### src/rtl/ssd_pkg.sv
// Shared types and constants for the seven-segment scan capture block.
package ssd_pkg;

    typedef logic [1:0] digit_idx_t;

    localparam int SMP_W = 11;

    localparam logic [3:0] CTL_DIGIT0 = 4'b1110;
    localparam logic [3:0] CTL_DIGIT1 = 4'b1101;
    localparam logic [3:0] CTL_DIGIT2 = 4'b1011;
    localparam logic [3:0] CTL_DIGIT3 = 4'b0111;
    localparam logic [3:0] CTL_BLANK  = 4'b1111;

    typedef struct packed {
        logic       legal;
        logic       blank;
        digit_idx_t idx;
    } ctl_dec_t;

    function automatic ctl_dec_t decode_ctl(input logic [3:0] ctl);
        ctl_dec_t dec;
        // NOTE: every field gets a default before the case so a missing arm can never leave a value unassigned (the same rule keeps always_comb latch-free).
        dec = '0;
        case (ctl)
            CTL_DIGIT0: begin dec.legal = 1'b1; dec.idx = 2'd0; end
            CTL_DIGIT1: begin dec.legal = 1'b1; dec.idx = 2'd1; end
            CTL_DIGIT2: begin dec.legal = 1'b1; dec.idx = 2'd2; end
            CTL_DIGIT3: begin dec.legal = 1'b1; dec.idx = 2'd3; end
            CTL_BLANK:  dec.blank = 1'b1;
            default:    ;
        endcase
        return dec;
    endfunction

endpackage

### src/rtl/ssd_capture_if.sv
// Display-scan bus: enable/segment inputs and captured digit outputs.
interface ssd_capture_if;

    logic [3:0] ssd_ctl;
    logic [6:0] ssd_in;
    logic [6:0] digit0;
    logic [6:0] digit1;
    logic [6:0] digit2;
    logic [6:0] digit3;
    logic [3:0] digit_valid;
    logic       frame_done;
    logic       err_ctl;
    logic       err_order;

    modport master (
        output ssd_ctl, ssd_in,
        input  digit0, digit1, digit2, digit3, digit_valid,
        input  frame_done, err_ctl, err_order
    );

    modport slave (
        input  ssd_ctl, ssd_in,
        output digit0, digit1, digit2, digit3, digit_valid,
        output frame_done, err_ctl, err_order
    );

endinterface

### src/rtl/ssd_stable_filter.sv
// Two-flop synchronizer plus stability counter; capture fires once per stable hold.
module ssd_stable_filter
    import ssd_pkg::*;
#(
    parameter int STABLE_CYC = 4
) (
    input  logic             clk,
    input  logic             rst_n,
    input  logic [SMP_W-1:0] raw,
    output logic [SMP_W-1:0] s,
    output logic             capture
);

    localparam logic [7:0] CNT_SAT = 8'(STABLE_CYC);
    localparam logic [7:0] CNT_CAP = 8'(STABLE_CYC - 1);

    logic [SMP_W-1:0] sync1;
    logic [SMP_W-1:0] sync2;
    logic [SMP_W-1:0] s_prev;
    logic [7:0]       cnt;
    logic [2:0]       fill;

    // fill[2] marks that s_prev holds a real post-reset sample, so the zeroed
    // pipeline can never be mistaken for a stable input.
    always_ff @(posedge clk or negedge rst_n) begin
        if (!rst_n) begin
            sync1  <= '0;
            sync2  <= '0;
            s_prev <= '0;
            cnt    <= '0;
            fill   <= '0;
        end else begin
            // NOTE: non-blocking assignments let every flop sample the pre-edge values, which is what makes this a shift chain.
            sync1  <= raw;
            sync2  <= sync1;
            s_prev <= sync2;
            fill   <= {fill[1:0], 1'b1};
            if (!fill[2] || (sync2 != s_prev)) begin
                cnt <= '0;
            end else if (cnt != CNT_SAT) begin
                cnt <= cnt + 8'd1;
            end
        end
    end

    assign s       = sync2;
    assign capture = fill[2] && (sync2 == s_prev) && (cnt == CNT_CAP);

endmodule

### src/rtl/ssd_capture.sv
// Captures multiplexed seven-segment digits into per-digit registers.
// Optional scan-order checking is enabled by defining SSD_CAPTURE_ORDER_CHECK_EN.
module ssd_capture
    import ssd_pkg::*;
#(
    parameter int STABLE_CYC = 4
) (
    input logic          clk,
    input logic          rst_n,
    ssd_capture_if.slave bus
);

    logic [SMP_W-1:0] smp;
    logic             capture;
    ctl_dec_t         dec;
    logic [3:0]       seen;
    logic [3:0]       seen_next;
    logic [3:0][6:0]  digit_q;
    logic [3:0]       valid_q;
    logic             frame_q;
    logic             err_ctl_q;

    ssd_stable_filter #(
        .STABLE_CYC (STABLE_CYC)
    ) u_filter (
        .clk     (clk),
        .rst_n   (rst_n),
        .raw     ({bus.ssd_ctl, bus.ssd_in}),
        .s       (smp),
        .capture (capture)
    );

    assign dec       = decode_ctl(smp[10:7]);
    assign seen_next = seen | (4'b0001 << dec.idx);

    always_ff @(posedge clk or negedge rst_n) begin
        if (!rst_n) begin
            // NOTE: the digit storage is reset explicitly because its zero state is architecturally visible.
            digit_q   <= '0;
            valid_q   <= '0;
            seen      <= '0;
            frame_q   <= 1'b0;
            err_ctl_q <= 1'b0;
        end else begin
            frame_q   <= 1'b0;
            err_ctl_q <= 1'b0;
            if (capture) begin
                if (dec.legal) begin
                    digit_q[dec.idx] <= smp[6:0];
                    valid_q[dec.idx] <= 1'b1;
                    // Completing the frame restarts the mask in the same cycle.
                    if (seen_next == 4'hF) begin
                        frame_q <= 1'b1;
                        seen    <= '0;
                    end else begin
                        seen <= seen_next;
                    end
                end else if (!dec.blank) begin
                    err_ctl_q <= 1'b1;
                end
            end
        end
    end

`ifdef SSD_CAPTURE_ORDER_CHECK_EN
    digit_idx_t last_idx;
    logic       have_last;
    logic       err_order_q;

    always_ff @(posedge clk or negedge rst_n) begin
        if (!rst_n) begin
            last_idx    <= '0;
            have_last   <= 1'b0;
            err_order_q <= 1'b0;
        end else if (capture && dec.legal) begin
            if (have_last && (dec.idx != last_idx + 2'd1)) begin
                err_order_q <= 1'b1;
            end
            last_idx  <= dec.idx;
            have_last <= 1'b1;
        end
    end

    assign bus.err_order = err_order_q;
`else
    assign bus.err_order = 1'b0;
`endif

    assign bus.digit0      = digit_q[0];
    assign bus.digit1      = digit_q[1];
    assign bus.digit2      = digit_q[2];
    assign bus.digit3      = digit_q[3];
    assign bus.digit_valid = valid_q;
    assign bus.frame_done  = frame_q;
    assign bus.err_ctl     = err_ctl_q;

endmodule

### src/flat_wrapper.sv
// flat-port wrapper written by rule: the top's interface ports become plain ports
module ssd_capture_flat import ssd_pkg::*;
#(
    parameter int STABLE_CYC = 4
)
  (clk, rst_n, bus_ssd_ctl, bus_ssd_in, bus_digit0, bus_digit1, bus_digit2, bus_digit3, bus_digit_valid, bus_frame_done, bus_err_ctl, bus_err_order);
  ssd_capture_if bus_i ();
  input logic clk;
  input logic rst_n;
  input wire logic [$bits(bus_i.ssd_ctl)-1:0] bus_ssd_ctl;
  input wire logic [$bits(bus_i.ssd_in)-1:0] bus_ssd_in;
  output wire logic [$bits(bus_i.digit0)-1:0] bus_digit0;
  output wire logic [$bits(bus_i.digit1)-1:0] bus_digit1;
  output wire logic [$bits(bus_i.digit2)-1:0] bus_digit2;
  output wire logic [$bits(bus_i.digit3)-1:0] bus_digit3;
  output wire logic [$bits(bus_i.digit_valid)-1:0] bus_digit_valid;
  output wire logic [$bits(bus_i.frame_done)-1:0] bus_frame_done;
  output wire logic [$bits(bus_i.err_ctl)-1:0] bus_err_ctl;
  output wire logic [$bits(bus_i.err_order)-1:0] bus_err_order;
  assign bus_i.ssd_ctl = bus_ssd_ctl;
  assign bus_i.ssd_in = bus_ssd_in;
  assign bus_digit0 = bus_i.digit0;
  assign bus_digit1 = bus_i.digit1;
  assign bus_digit2 = bus_i.digit2;
  assign bus_digit3 = bus_i.digit3;
  assign bus_digit_valid = bus_i.digit_valid;
  assign bus_frame_done = bus_i.frame_done;
  assign bus_err_ctl = bus_i.err_ctl;
  assign bus_err_order = bus_i.err_order;
  ssd_capture #(.STABLE_CYC(STABLE_CYC)) u_core (.clk(clk), .rst_n(rst_n), .bus(bus_i));
endmodule
### config.mk
export PLATFORM = sky130hd
export DESIGN_NAME = ssd_capture_flat
export DESIGN_NICKNAME = d
export VERILOG_FILES = /design/src/rtl/ssd_pkg.sv /design/src/rtl/ssd_capture_if.sv /design/src/rtl/ssd_stable_filter.sv /design/src/rtl/ssd_capture.sv /design/src/flat_wrapper.sv
export SDC_FILE = /design/constraint.sdc
export NUM_CORES = 1
export LEC_CHECK = 0
export ABC_CLOCK_PERIOD_IN_PS = 3000
export BUFFER_PORTS_ARGS = -buffer_cell sky130_fd_sc_hd__buf_2
export CAP_MARGIN = 30
export CORE_MARGIN = 1
export CORE_UTILIZATION = 25
export DETAILED_ROUTE_END_ITERATION = 16
export SETUP_SLACK_MARGIN = 0.5
export SYNTH_ARGS = -nofsm -noshare
export SYNTH_HDL_FRONTEND = slang
export SYNTH_SLANG_ARGS = --single-unit
### constraint.sdc
create_clock -name clk -period 3 [get_ports clk]
set_clock_uncertainty 0.2 [all_clocks]
set_input_delay 0.15 -clock clk [delete_from_list [all_inputs] [get_ports clk]]
set_output_delay 0.15 -clock clk [all_outputs]
set_load 0.02 [all_outputs]
After elaboration in Yosys (flattened, before gate mapping)
Cells that the tools add are included.
- output and inout bits: 35
- ROM bits: 0
- logic and storage cells: 54
- RAM bits: 0
- bits of input ports: 13
- bits in latches: 0
- register bits after elaboration: 82
- memories: 0
- $add $sub $neg: 1
- divide/modulo/power cells: 0
- equal/unequal tests: 10
- shifts and indexed selects: 1
- multipliers: 0
- reduce and logical (&&, ||, !) cells: 8
- bitwise logic cells: 2
- magnitude comparators: 2
- mux-type cells: 17
- operators with widths (cell ; count):
    28-bit bitwise mux ; 1
    4-bit == test (second input constant) ; 5
    8-bit two-way mux ; 2
    7-bit demux with 2-bit select ; 1
    11-bit == test ; 1
    11-bit != test ; 1
    1-bit two-way mux ; 9
    8-bit by 1-bit adder with 8-bit output (second input constant) ; 1
    8-bit by 2-bit == test with 1-bit output (second input constant) ; 1
    8-bit by 3-bit != test with 1-bit output (second input constant) ; 1
    4-bit OR ; 2
    7-bit two-way mux ; 1
    2-bit one-hot mux with 3 select lines ; 1
    4-bit by 3-bit == test with 1-bit output (second input constant) ; 1
    4-bit two-way mux ; 1
    4-bit OR reduction ; 1
    1-bit by 2-bit left shift with 4-bit output (first input constant) ; 1
    1-bit logical AND ; 3
    2-bit by 3-bit < comparator with 1-bit output (second input constant) ; 1
    1-bit demux with 2-bit select ; 1
    2-bit by 1-bit greater-or-equal comparator with 1-bit output (second input constant) ; 1
    2-bit AND reduction ; 1
    2-bit nonzero test ; 1
    1-bit zero test ; 1
    1-bit logical OR ; 1

Logic depth before layout (Yosys ltp)
- word-level depth: 8
- gate-level depth with buffers: 7
- mapped depth without buffers: 6

Hierarchy
From an unflattened synthesis, not the netlist that was laid out.
- cells, all modules: 208
- area, all modules: 3085.5 um^2
- by module, submodules not included (module ; cells each ; times used ; sequential area each (um^2) ; area each (um^2)):
    ssd_capture ; 111 ; 1 ; 950.9 ; 1634.1
    ssd_stable_filter ; 97 ; 1 ; 1101.1 ; 1451.4

Least setup slack after synthesis
No wires, ideal clock.
- path type: flip-flop to flip-flop
- from: register u_core.u_filter.sync2[1] (netlist: u_core.u_filter.s[1])
- to: register u_core.digit_q, in the netlist u_core.bus.digit1[0]
- data required time: 2675 ps
- library setup time: 125 ps
- buffers on the path: 2
- slack: 705 ps
- data arrival time: 1970 ps
- cell stages (with the launch flop): 8
- period minus slack after synthesis: 2295 ps
- cell sequence: dfrtp_1 > xnor2_1 > nand4_1 > or3_4 > buf_6 > or3_4 > buf_6 > mux2_4
- word-level cells in the longest chain between the ends: 4
- ends and longest elaborated chain (what ; RTL line ; RTL):
    from (decl) ; ssd_stable_filter.sv:18 ; logic [SMP_W-1:0] sync2;
    from (signal assigned) ; ssd_stable_filter.sv:35 ; sync2 <= sync1;
    11-bit == test ; ssd_stable_filter.sv:47 ; assign capture = fill[2] && (sync2 == s_prev) && (cnt == CNT_CAP);
    1-bit logical AND (2 in series) ; ssd_stable_filter.sv:47 ;
    2-bit AND reduction (no source line) ; -- ;
    to (signal, indexed assignment) ; ssd_capture.sv:49 ; digit_q[dec.idx] <= smp[6:0];
    to (decl) ; ssd_capture.sv:18 ; logic [3:0][6:0] digit_q;
No other way between the ends.
A chain may end at the register's enable or synchronous reset.

Worst setup path in the final report
- from: register u_core.u_filter.sync2[5] (netlist: u_core.u_filter.s[5])
- to: register u_core.digit_q, in the netlist u_core.bus.digit2[0]
The elaborated chain is that of the path after synthesis.

==> flow_metrics.tcl <==
set metrics [dict create \
    status "complete, no violations" \
    synthTopCellsByCount "dfrtp_1, mux2_2, mux2_4" \
    finalSetupViolCount 0 \
    grt_overflow 0 \
    fill_cells 1189 \
    cp_max_fo 6 \
    first_iter_violations 129 \
    synth-xor-area-share 0.0482 \
    avgSynthCellArea_um2 14.4 \
    fin_cells 434 \
    grt_pass1_vias 1873 \
    synth_nets 230 \
    pwr-share-seq 0.489 \
    grt.total_usage 0.0990 \
    vias 1850 \
    synth_compound_gate_area_share 0.0320 \
    drive_gt1_frac 0.408 \
    rsz0062_at_grt "yes" \
    clk_pin_slew_ps 60 \
    clock_sinks 82 \
    yosys_most_used_dff "dfrtp_1" \
    vias_per_cell 4.26 \
    p_sw_w 0.000486 \
    num_rows 40 \
    drt_pass1_iterations 4 \
    combPwrFrac 0.035 \
    synthSimpleGateAreaFrac 0.0932 \
    ir_worst_vdd_mv 0.358 \
    tns_ps 0 \
    wl_um 5940 \
    clk_latency_ps 320 \
    crit_path_end_kind "flip-flop" \
    yosysTopAreaCellShare 0.665 \
    die_w_um 113 \
    tritoncts "built" \
    grt_pass1_wl_um 9770 \
    ys_warn_count 0 \
    min_period_over_period 0.813 \
    synth_top_area_cell "dfrtp_1" \
    leakage_nw 1.94 \
    core_um2 12000 \
    crit_arrival_ps 2450 \
    async_flop_share 1.00 \
    swShare 0.207 \
    htreeDepth 3 \
    tightest_slew_ps 515 \
    hold_viol 0 \
    start_util 0.257 \
    cts_buffers 9 \
    seq_area_frac_synth 0.665 \
    p_clk_frac 0.476 \
    path_class "flip-flop to flip-flop" \
    grt_max_degree 44 \
    ant_nets 0 \
    dp_hpwl_um 3840 \
    synth_cell_types 32 \
    power_density_nw_per_um2 588 \
    cts_root_buffer "clkbuf_16" \
    die_area_um2 12800 \
    antenna_found_initial 0 \
    maxCapViolCount 0 \
    maxSlewViolCount 0 \
    post-route-min-period_ps 2440 \
    synth_area_leaders "dfrtp_1, mux2_4, mux2_2" \
    power.internal_w 0.00186 \
    die_h_um 113 \
    diodes 0 \
    required_ps 3010 \
    hp-class "primary input to asynchronous set/reset pin" \
    cp-start-kind "flip-flop" \
    synthMuxAreaShare 0.119 \
    synth_edf_count 0 \
    io_pins 48 \
    dp_cells 400 \
    synthesis.area_um2 3090 \
    area_delta_synth_final_pct 29.4 \
    portBuffers 46 \
    wl_per_cell_um 13.7 \
    relSlewSlack 0.657 \
    nets 297 \
    cts.path.max_buffers 2 \
    synthCells 215 \
    gp_congestion 0.765 \
    fmax_ghz 0.410 \
    ys_ff_latch 82 \
    synth_most_common_cell "dfrtp_1" \
    post_synth_fa_ha_maj_area_fraction 0.0113 \
    synth_top_family_by_area "multiplexers" \
    drc_errors 0 \
]
==> power by group through the flow <==
stage          registers, W  clock network, W   logic, W
2_1_floorplan       0.00116                 0  0.0000304
4_1_cts             0.00115           0.00115  0.0000808
5_1_grt             0.00115           0.00119  0.0000946
6_report            0.00115           0.00112  0.0000833
3_5_place_dp        0.00117                 0  0.0000625
3_3_place_gp        0.00117                 0  0.0000575
==> layer usage <==
metal | vias up | routed length (um) | global-route usage
met5 | - | 0 | 0
met4 | 0 | 87 | 0.0474
met3 | 9 | 229 | 0.0268
met2 | 48 | 2860 | 0.148
met1 | 923 | 2760 | 0.133
li1 | 870 | - | -
==> critical path: stages (launching register included) <==
cell and delay (ps):
dfrtp_1 450, xnor2_1 170, nand4_1 160, or3_4 440, or4_4 600, mux2_2 300
==> logic make-up after synthesis <==
family                     count (synthesis)
xor gates and xnor gates                  17
DFF                                       82
and+or+nand+nor                           51
buffers and inverters                     17
AOI/OAI and AO/OA                         15
other                                      2
muxes                                     28
adders and majority gates                  3
==> flip-flops by register name, summed over array words and instances, names as in the netlist <==
| register | count |
|---|---|
| u_core.u_filter.s | 11 |
| u_core.u_filter.s_prev | 11 |
| u_core.u_filter.sync1 | 11 |
| u_core.u_filter.cnt | 8 |
| u_core.bus.digit0 | 7 |
| u_core.bus.digit1 | 7 |
| u_core.bus.digit2 | 7 |
| u_core.bus.digit3 | 7 |
| u_core.bus.digit_valid | 4 |
| u_core.seen | 4 |
| u_core.u_filter.fill | 3 |
| u_core.bus.err_ctl | 1 |
| u_core.bus.frame_done | 1 |
==> cell type report <==
| type | count | area (um2) | area share |
|---|---|---|---|
| Sequential cell | 82 | 2060 | 0.516 |
| Multi-Input combinational cell | 117 | 990 | 0.248 |
| Timing Repair Buffer | 65 | 418 | 0.105 |
| Clock buffer | 11 | 253 | 0.0633 |
| Tap cell | 147 | 184 | 0.0460 |
| Clock inverter | 5 | 61.3 | 0.0153 |
| Inverter | 7 | 26.3 | 0.00658 |
==> path summary, 6_finish.rpt <==
check                                              startpoint                           endpoint  slack [ps]  cells past startpoint
hold / removal                                          rst_n  u_core.u_filter.fill[0]$_DFF_PN0_         140                      2
setup reg to reg               u_core.u_filter.s[5]$_DFF_PN0_   u_core.bus.digit2[0]$_DFFE_PN0P_         560                      5
hold reg to reg            u_core.u_filter.sync1[5]$_DFF_PN0_     u_core.u_filter.s[5]$_DFF_PN0_         140                      0
max in group asynchronous                               rst_n     u_core.u_filter.s[7]$_DFF_PN0_        1840                      3
min in group clk           u_core.u_filter.sync1[5]$_DFF_PN0_     u_core.u_filter.s[5]$_DFF_PN0_         140                      0
setup / recovery               u_core.u_filter.s[5]$_DFF_PN0_   u_core.bus.digit2[0]$_DFFE_PN0P_         560                      5
==> per-stage QoR <==
step                      hold slack, ps   util  worst slack [ps]  area, um2  power [W]
final                                142  0.333               560       4000    0.00235
after global routing                 151  0.333               464       4000    0.00244
after CTS                            144  0.328               504       3940    0.00238
after detailed placement           -38.0  0.289               228       3470    0.00124
after global placement              58.5  0.287               324       3450    0.00123
after floorplan                     -346      -               705       3090    0.00119
==> timing repair <==
action,CTS,global route
setup endpoints to repair,33,19
pin swaps,0,4
gates resized for setup,8,9
hold endpoints to repair,50,0
gates cloned,0,1
hold buffers,12,0
buffers inserted,2,3
==> cell usage in the layout, fill, tap and decap left out, types with 2 or more instances in the layout <==
cell type,synthesis,routed
xnor2_1,13,12
or4_4,1,4
dfrtp_1,82,73
inv_1,7,7
clkinvlp_4,0,3
nand2b_1,4,4
clkbuf_8,0,2
clkbuf_16,0,9
xor2_1,4,4
nand2_1,8,8
dfrtp_2,0,9
or3_4,2,4
mux2_4,14,14
nand4b_1,4,4
o21ai_0,2,2
nand4_1,3,3
buf_2,2,45
conb_1,2,2
nor2_1,11,11
a32oi_1,2,2
nor3_1,3,2
dlygate4sd3_1,0,12
a21oi_1,5,5
and3_1,3,3
buf_4,2,7
a21boi_0,4,4
mux2_2,14,14
nand3_1,7,7
(Power assumes the default switching activity.)
